==> config.mk <==
export PLATFORM = sky130hd
export DESIGN_NAME = issue_scoreboard
export DESIGN_NICKNAME = d
export VERILOG_FILES = /design/src/rtl/issue_scoreboard_pkg.sv /design/src/rtl/scoreboard_bank.sv /design/src/rtl/issue_scoreboard.sv
export SDC_FILE = /design/constraint.sdc
export NUM_CORES = 1
export LEC_CHECK = 0
export CORE_MARGIN = 4
export CORE_UTILIZATION = 30
export CTS_CLUSTER_DIAMETER = 80
export DETAILED_ROUTE_END_ITERATION = 8
export HOLD_SLACK_MARGIN = 0.1
export MAX_ROUTING_LAYER = met4
export PLACE_DENSITY = 0.55
export SLEW_MARGIN = 20
export SYNTH_ARGS = -nofsm -noshare
export SYNTH_HDL_FRONTEND = slang
export SYNTH_HIERARCHICAL = 1
export SYNTH_SLANG_ARGS = --single-unit
==> constraint.sdc <==
create_clock -name clk -period 8.35 [get_ports clk]
set_input_delay 0.835 -clock clk [delete_from_list [all_inputs] [get_ports clk]]
set_output_delay 0.835 -clock clk [all_outputs]
set_load 0.005 [all_outputs]
==> src/rtl/issue_scoreboard_pkg.sv <==
// Shared ISA types for the issue stage: register classes, register indices
// and the decoded-instruction record handed from decode to execute.
package issue_scoreboard_pkg;

    localparam int NUM_CLASSES = 3;
    localparam int NUM_REGS    = 32;

    typedef enum logic [1:0] {
        CLASS_SCALAR = 2'd0,
        CLASS_FP     = 2'd1,
        CLASS_VEC    = 2'd2
    } reg_class_e;

    typedef logic [4:0] reg_idx_t;

    typedef struct packed {
        logic       is_valid;
        logic [7:0] op;
        logic       uses_rs1;
        reg_class_e rs1_class;
        reg_idx_t   rs1;
        logic       uses_rs2;
        reg_class_e rs2_class;
        reg_idx_t   rs2;
        logic       uses_rd;
        reg_class_e rd_class;
        reg_idx_t   rd;
    } decode_ctrl_t;

    // Scalar x0 is hardwired to zero, so it is never tracked as busy.
    function automatic logic is_scalar_x0(input reg_class_e cls, input reg_idx_t idx);
        return (cls == CLASS_SCALAR) && (idx == 5'd0);
    endfunction

endpackage

==> src/rtl/scoreboard_bank.sv <==
// Per-class busy vectors with set/clear update and the RAW/WAW hazard lookup
// for the instruction currently offered by decode.
module scoreboard_bank
    import issue_scoreboard_pkg::*;
#(
    parameter int NUM_WB = 2
) (
    input  logic                    clk,
    input  logic                    rst,
    input  decode_ctrl_t            lookup_ctrl,
    output logic                    hazard,
    input  logic                    set_en,
    input  reg_class_e              set_class,
    input  reg_idx_t                set_idx,
    input  logic                    clr_en,
    input  reg_class_e              clr_class,
    input  reg_idx_t                clr_idx,
    input  logic [NUM_WB-1:0]       wb_valid,
    input  reg_class_e [NUM_WB-1:0] wb_class,
    input  reg_idx_t [NUM_WB-1:0]   wb_rd,
    output logic                    busy_any
);

    logic [NUM_CLASSES-1:0][NUM_REGS-1:0] busy_all;
    logic [NUM_CLASSES-1:0][NUM_REGS-1:0] eff_all;

    for (genvar gi = 0; gi < NUM_CLASSES; gi++) begin : g_class
        localparam logic [1:0] CLS = 2'(gi);

        logic [NUM_REGS-1:0] busy_q;
        logic [NUM_REGS-1:0] busy_d;
        logic [NUM_REGS-1:0] wb_mask;
        logic [NUM_REGS-1:0] clr_mask;
        logic [NUM_REGS-1:0] set_mask;

        always_comb begin
            wb_mask = '0;
            for (int w = 0; w < NUM_WB; w++) begin
                if (wb_valid[w] && (wb_class[w] == CLS)) begin
                    wb_mask[wb_rd[w]] = 1'b1;
                end
            end
            clr_mask = wb_mask;
            if (clr_en && (clr_class == CLS)) begin
                clr_mask[clr_idx] = 1'b1;
            end
            set_mask = '0;
            if (set_en && (set_class == CLS) && !is_scalar_x0(set_class, set_idx)) begin
                set_mask[set_idx] = 1'b1;
            end
            // A same-cycle set wins over any clear of the same bit.
            busy_d = (busy_q & ~clr_mask) | set_mask;
        end

        always_ff @(posedge clk) begin
            if (rst) begin
                busy_q <= '0;
            end else begin
                busy_q <= busy_d;
            end
        end

        assign busy_all[gi] = busy_q;
        assign eff_all[gi]  = busy_q & ~wb_mask;
    end

    function automatic logic lookup_busy(
        input logic [NUM_CLASSES-1:0][NUM_REGS-1:0] vec,
        input reg_class_e                           cls,
        input reg_idx_t                             idx
    );
        logic [NUM_REGS-1:0] row;
        case (cls)
            CLASS_SCALAR: row = vec[0];
            CLASS_FP:     row = vec[1];
            CLASS_VEC:    row = vec[2];
            default:      row = '0;
        endcase
        return row[idx] && !is_scalar_x0(cls, idx);
    endfunction

    always_comb begin
        hazard = 1'b0;
        if (lookup_ctrl.is_valid) begin
            hazard = (lookup_ctrl.uses_rs1 && lookup_busy(eff_all, lookup_ctrl.rs1_class, lookup_ctrl.rs1))
                  || (lookup_ctrl.uses_rs2 && lookup_busy(eff_all, lookup_ctrl.rs2_class, lookup_ctrl.rs2))
                  || (lookup_ctrl.uses_rd  && lookup_busy(eff_all, lookup_ctrl.rd_class,  lookup_ctrl.rd));
        end
    end

    assign busy_any = |busy_all;

endmodule

==> src/rtl/issue_scoreboard.sv <==
// Single-entry issue register guarded by a register scoreboard: holds decode
// back on RAW/WAW hazards, backpressure or flush, and counts stalled cycles.
module issue_scoreboard
    import issue_scoreboard_pkg::*;
#(
    parameter int NUM_WB      = 2,
    parameter int STALL_CNT_W = 32
) (
    input  logic                    clk,
    input  logic                    rst,
    input  logic                    in_valid,
    input  decode_ctrl_t            in_ctrl,
    output logic                    in_ready,
    output logic                    out_valid,
    output decode_ctrl_t            out_ctrl,
    input  logic                    out_ready,
    input  logic [NUM_WB-1:0]       wb_valid,
    input  reg_class_e [NUM_WB-1:0] wb_class,
    input  reg_idx_t [NUM_WB-1:0]   wb_rd,
    input  logic                    flush,
    output logic                    busy_any,
    output logic [STALL_CNT_W-1:0]  stall_cnt
);

    logic                   out_valid_q;
    logic                   out_valid_d;
    decode_ctrl_t           out_ctrl_q;
    decode_ctrl_t           out_ctrl_d;
    logic [STALL_CNT_W-1:0] stall_cnt_q;
    logic [STALL_CNT_W-1:0] stall_cnt_d;
    logic                   hazard;
    logic                   accept;
    logic                   set_en;
    logic                   clr_en;

    assign in_ready = (!out_valid_q || out_ready) && !hazard && !flush;
    assign accept   = in_valid && in_ready;
    assign set_en   = accept && in_ctrl.is_valid && in_ctrl.uses_rd;
    // A flushed instruction will never write back, so release its destination.
    assign clr_en   = flush && out_valid_q && out_ctrl_q.is_valid && out_ctrl_q.uses_rd;

    scoreboard_bank #(
        .NUM_WB (NUM_WB)
    ) u_bank (
        .clk         (clk),
        .rst         (rst),
        .lookup_ctrl (in_ctrl),
        .hazard      (hazard),
        .set_en      (set_en),
        .set_class   (in_ctrl.rd_class),
        .set_idx     (in_ctrl.rd),
        .clr_en      (clr_en),
        .clr_class   (out_ctrl_q.rd_class),
        .clr_idx     (out_ctrl_q.rd),
        .wb_valid    (wb_valid),
        .wb_class    (wb_class),
        .wb_rd       (wb_rd),
        .busy_any    (busy_any)
    );

    always_comb begin
        out_valid_d = out_valid_q;
        out_ctrl_d  = out_ctrl_q;
        stall_cnt_d = stall_cnt_q;
        if (flush) begin
            out_valid_d = 1'b0;
        end else if (accept) begin
            out_valid_d = 1'b1;
            out_ctrl_d  = in_ctrl;
        end else if (out_ready) begin
            out_valid_d = 1'b0;
        end
        if (in_valid && !in_ready && (stall_cnt_q != {STALL_CNT_W{1'b1}})) begin
            stall_cnt_d = stall_cnt_q + 1'b1;
        end
    end

    always_ff @(posedge clk) begin
        if (rst) begin
            out_valid_q <= 1'b0;
            out_ctrl_q  <= '0;
            stall_cnt_q <= '0;
        end else begin
            out_valid_q <= out_valid_d;
            out_ctrl_q  <= out_ctrl_d;
            stall_cnt_q <= stall_cnt_d;
        end
    end

    assign out_valid = out_valid_q;
    assign out_ctrl  = out_ctrl_q;
    assign stall_cnt = stall_cnt_q;

endmodule
==> run metrics <==
status=finished, final reports clean; die area=41,500 µm²; DR iter-0 viols=1,988; setup TNS=0 ns; startpoint types=input pin; Synth-to-Final Area Change=18.9%; drt via density=6.58; drt drc=0; number of global-route vias before repair=13,400; Clock Pin Slew Worst Setup and Hold Paths=0.06 ns; Multi-input gate area=7640 µm²; reg2reg setup slack=3.86 ns; synthesized cell area=11,500 µm²; Slew headroom=26.4%; switching pwr=571 µW; Gate power share=14.5%; CORE AREA=37,800 µm²; Starting Density=30.5%; dpl cells=2,103; layout cells sized above 1=8.56%; Slew @ Worst Pin=1.10 ns; pin count of the biggest net entering global routing=88; Lkg Pwr=4.22 nW; Async S/R FF share, synth=0%; first-pass GRT wire length=90,500 µm; crit share post-route=77.7%; # IOs=122; nets@finish=1,666; number of clock sinks=162; grt total ovfl=0; CP Data Arrival Time=5.65 ns; CTS Buffer Depth=2; max_cap viols=0; H-tree depth=4; fin. max-slew vios=0; hold_buf cts=0; Max Fclk=0.154 GHz; Port-buffer cells=121; Worst-Skew Late Latency=0.46 ns; WL final=62,600 µm; initial antenna violation count=2; Main synth FF type=dfxtp_1; std cell rows=71; DR WL/cell=29.3 µm; synthesized net count=1,630; post-CTS setup buffers=0; Power Dens Cells=141 nW/µm²; Worst Skew=0.0142 ns; Syn Inst Count=1,575; Seq/Total Area, Yosys=28.2%; Finished Layout Cells=2,136; dpl hpwl=44,300 µm; Clk network pwr share=44.5%; CTS root buffer=clkbuf_16; final weighted congestion in routability-driven placement=0.991; CTS buffer count=17; Sw Share=29.6%; commonest non-fill, non-tap cell in the layout=nor2_1; CTS tree=yes; Die Wd=204 µm; Pint=1.36 mW; endpoint type of the worst setup path=output port; Pre-Repair DR Iteration Count=7; gr usage total=29.8%; Worst Hold Class=reg2reg; endpoints failing hold=0; RSZ-0062 raised after global routing=no; minimum clock period=6.49 ns; VDD IR max=0.000145 V; number of synthesized register bits=162; Yosys cell types=83; register area=3240 µm²; Sequential Power Share=41.0%; Die Y=204 µm; most frequent cells in the layout=nor2_1 (240), a21oi_1 (181), dfxtp_1 (162), nand2_1 (129), clkdlybuf4s50_1 (118); Syn. warnings=6; FILL cells=4,012; post_cts resized=0; # setup viols final=0; vias=14,100; Mapped Avg Cell Area=7.30 µm²; WS Path Type=in2out; CP required=7.52 ns; Post-synth EDFFs=0; antenna-violating nets left=0; Max Fanout on Critical Path=20; Total Power=1.93 mW
## per-stage QoR
step           worst slack, ns  util [%]  hold slack, ns  area, µm²
2_1_floorplan             2.96         -           0.453      11500
3_3_place_gp              1.68      34.6           0.443      13100
3_5_place_dp              1.68      34.6           0.446      13100
4_1_cts                   1.92      36.2           0.456      13700
5_1_grt                   1.68      36.2           0.472      13700
6_report                  1.86      36.2           0.453      13700
## final timing paths
kind                                                         startpoint                                       to  depth (start not counted)
worst min-delay path                           out_ctrl[8]$_SDFFE_PP0P_                 out_ctrl[8]$_SDFFE_PP0P_                          2
worst min register to register                 out_ctrl[8]$_SDFFE_PP0P_                 out_ctrl[8]$_SDFFE_PP0P_                          2
worst max-delay path                                        wb_valid[1]                                 in_ready                         13
worst max register to register  u_bank/g_class[2].busy_q[30]$_SDFF_PP0_  u_bank/g_class[0].busy_q[25]$_SDFF_PP0_                         18
## layer usage
layer,global-route usage [%],share of wire (%),vias up
met5,-,0,-
met4,17.2,6.8,0
met3,5.89,9.2,232
met2,44.4,44,975
met1,37.6,40,6723
li1,-,-,6122
## kinds of logic (layout without fill, tap and decap cells)
family	Yosys count	after routing	share of synthesized area [%]
AOI/OAI and AO/OA	541	541	31.6
xor gates and xnor gates	5	5	0.381
adders and majority gates	1	1	0.109
buffers and inverters	155	203	5.57
DFF	162	162	28.2
muxes	46	46	4.24
other	0	2	0
and+or+nand+nor	665	665	29.9
## power by group through the flow
stage | sequential (mW) | combinational, mW | clock [mW]
floorplan | 0.806 | 0.138 | 0
global placement | 0.808 | 0.270 | 0
detailed placement | 0.808 | 0.269 | 0
CTS | 0.790 | 0.270 | 0.864
global route | 0.791 | 0.291 | 0.903
finish | 0.790 | 0.280 | 0.857
## sequential cells by signal (all words and copies together) (netlist names)
register and flops:
stall_cnt 32, out_ctrl 33, out_valid 1, u_bank/g_class.busy_q 96
## worst max-delay path, stage by stage
cell and delay (ns):
clkdlybuf4s50_1 0.59, or4b_1 0.95, o221ai_1 0.67, mux2i_1 0.13, o21ai_0 0.23, mux2i_1 0.12, o311ai_1 0.34, or4_1 0.23
a222oi_1 0.11, a311o_1 0.35, or2_2 0.34, nor2_1 0.15, clkdlybuf4s50_1 0.60
## synth_stat cells (20+ instances only)
| cell type | n | area [µm²] |
|---|---|---|
| nor2_1 | 241 | 905 |
| a21oi_1 | 181 | 906 |
| dfxtp_1 | 162 | 3240 |
| nand2_1 | 129 | 484 |
| clkbuf_1 | 110 | 413 |
| o21ai_0 | 82 | 410 |
| o221ai_1 | 76 | 666 |
| nor3_1 | 56 | 280 |
| nand4_1 | 32 | 200 |
| o22ai_1 | 32 | 200 |
| nor4_1 | 31 | 194 |
| a31oi_1 | 29 | 181 |
| mux2i_1 | 24 | 240 |
| a22oi_1 | 23 | 173 |
| nor2b_1 | 22 | 138 |
| nand4bb_1 | 20 | 225 |
## area by class of cell
cell class                      count  area share [%]
Sequential cell                   162            23.7
Antenna cell                        2          0.0366
Tap cell                          511            4.67
Clock buffer                       20            3.34
Clock inverter                     11            1.12
Inverter                           11           0.302
Timing Repair Buffer              161            11.0
Multi-Input combinational cell   1258            55.9
Note: power is estimated with default switching activity, not from simulation.
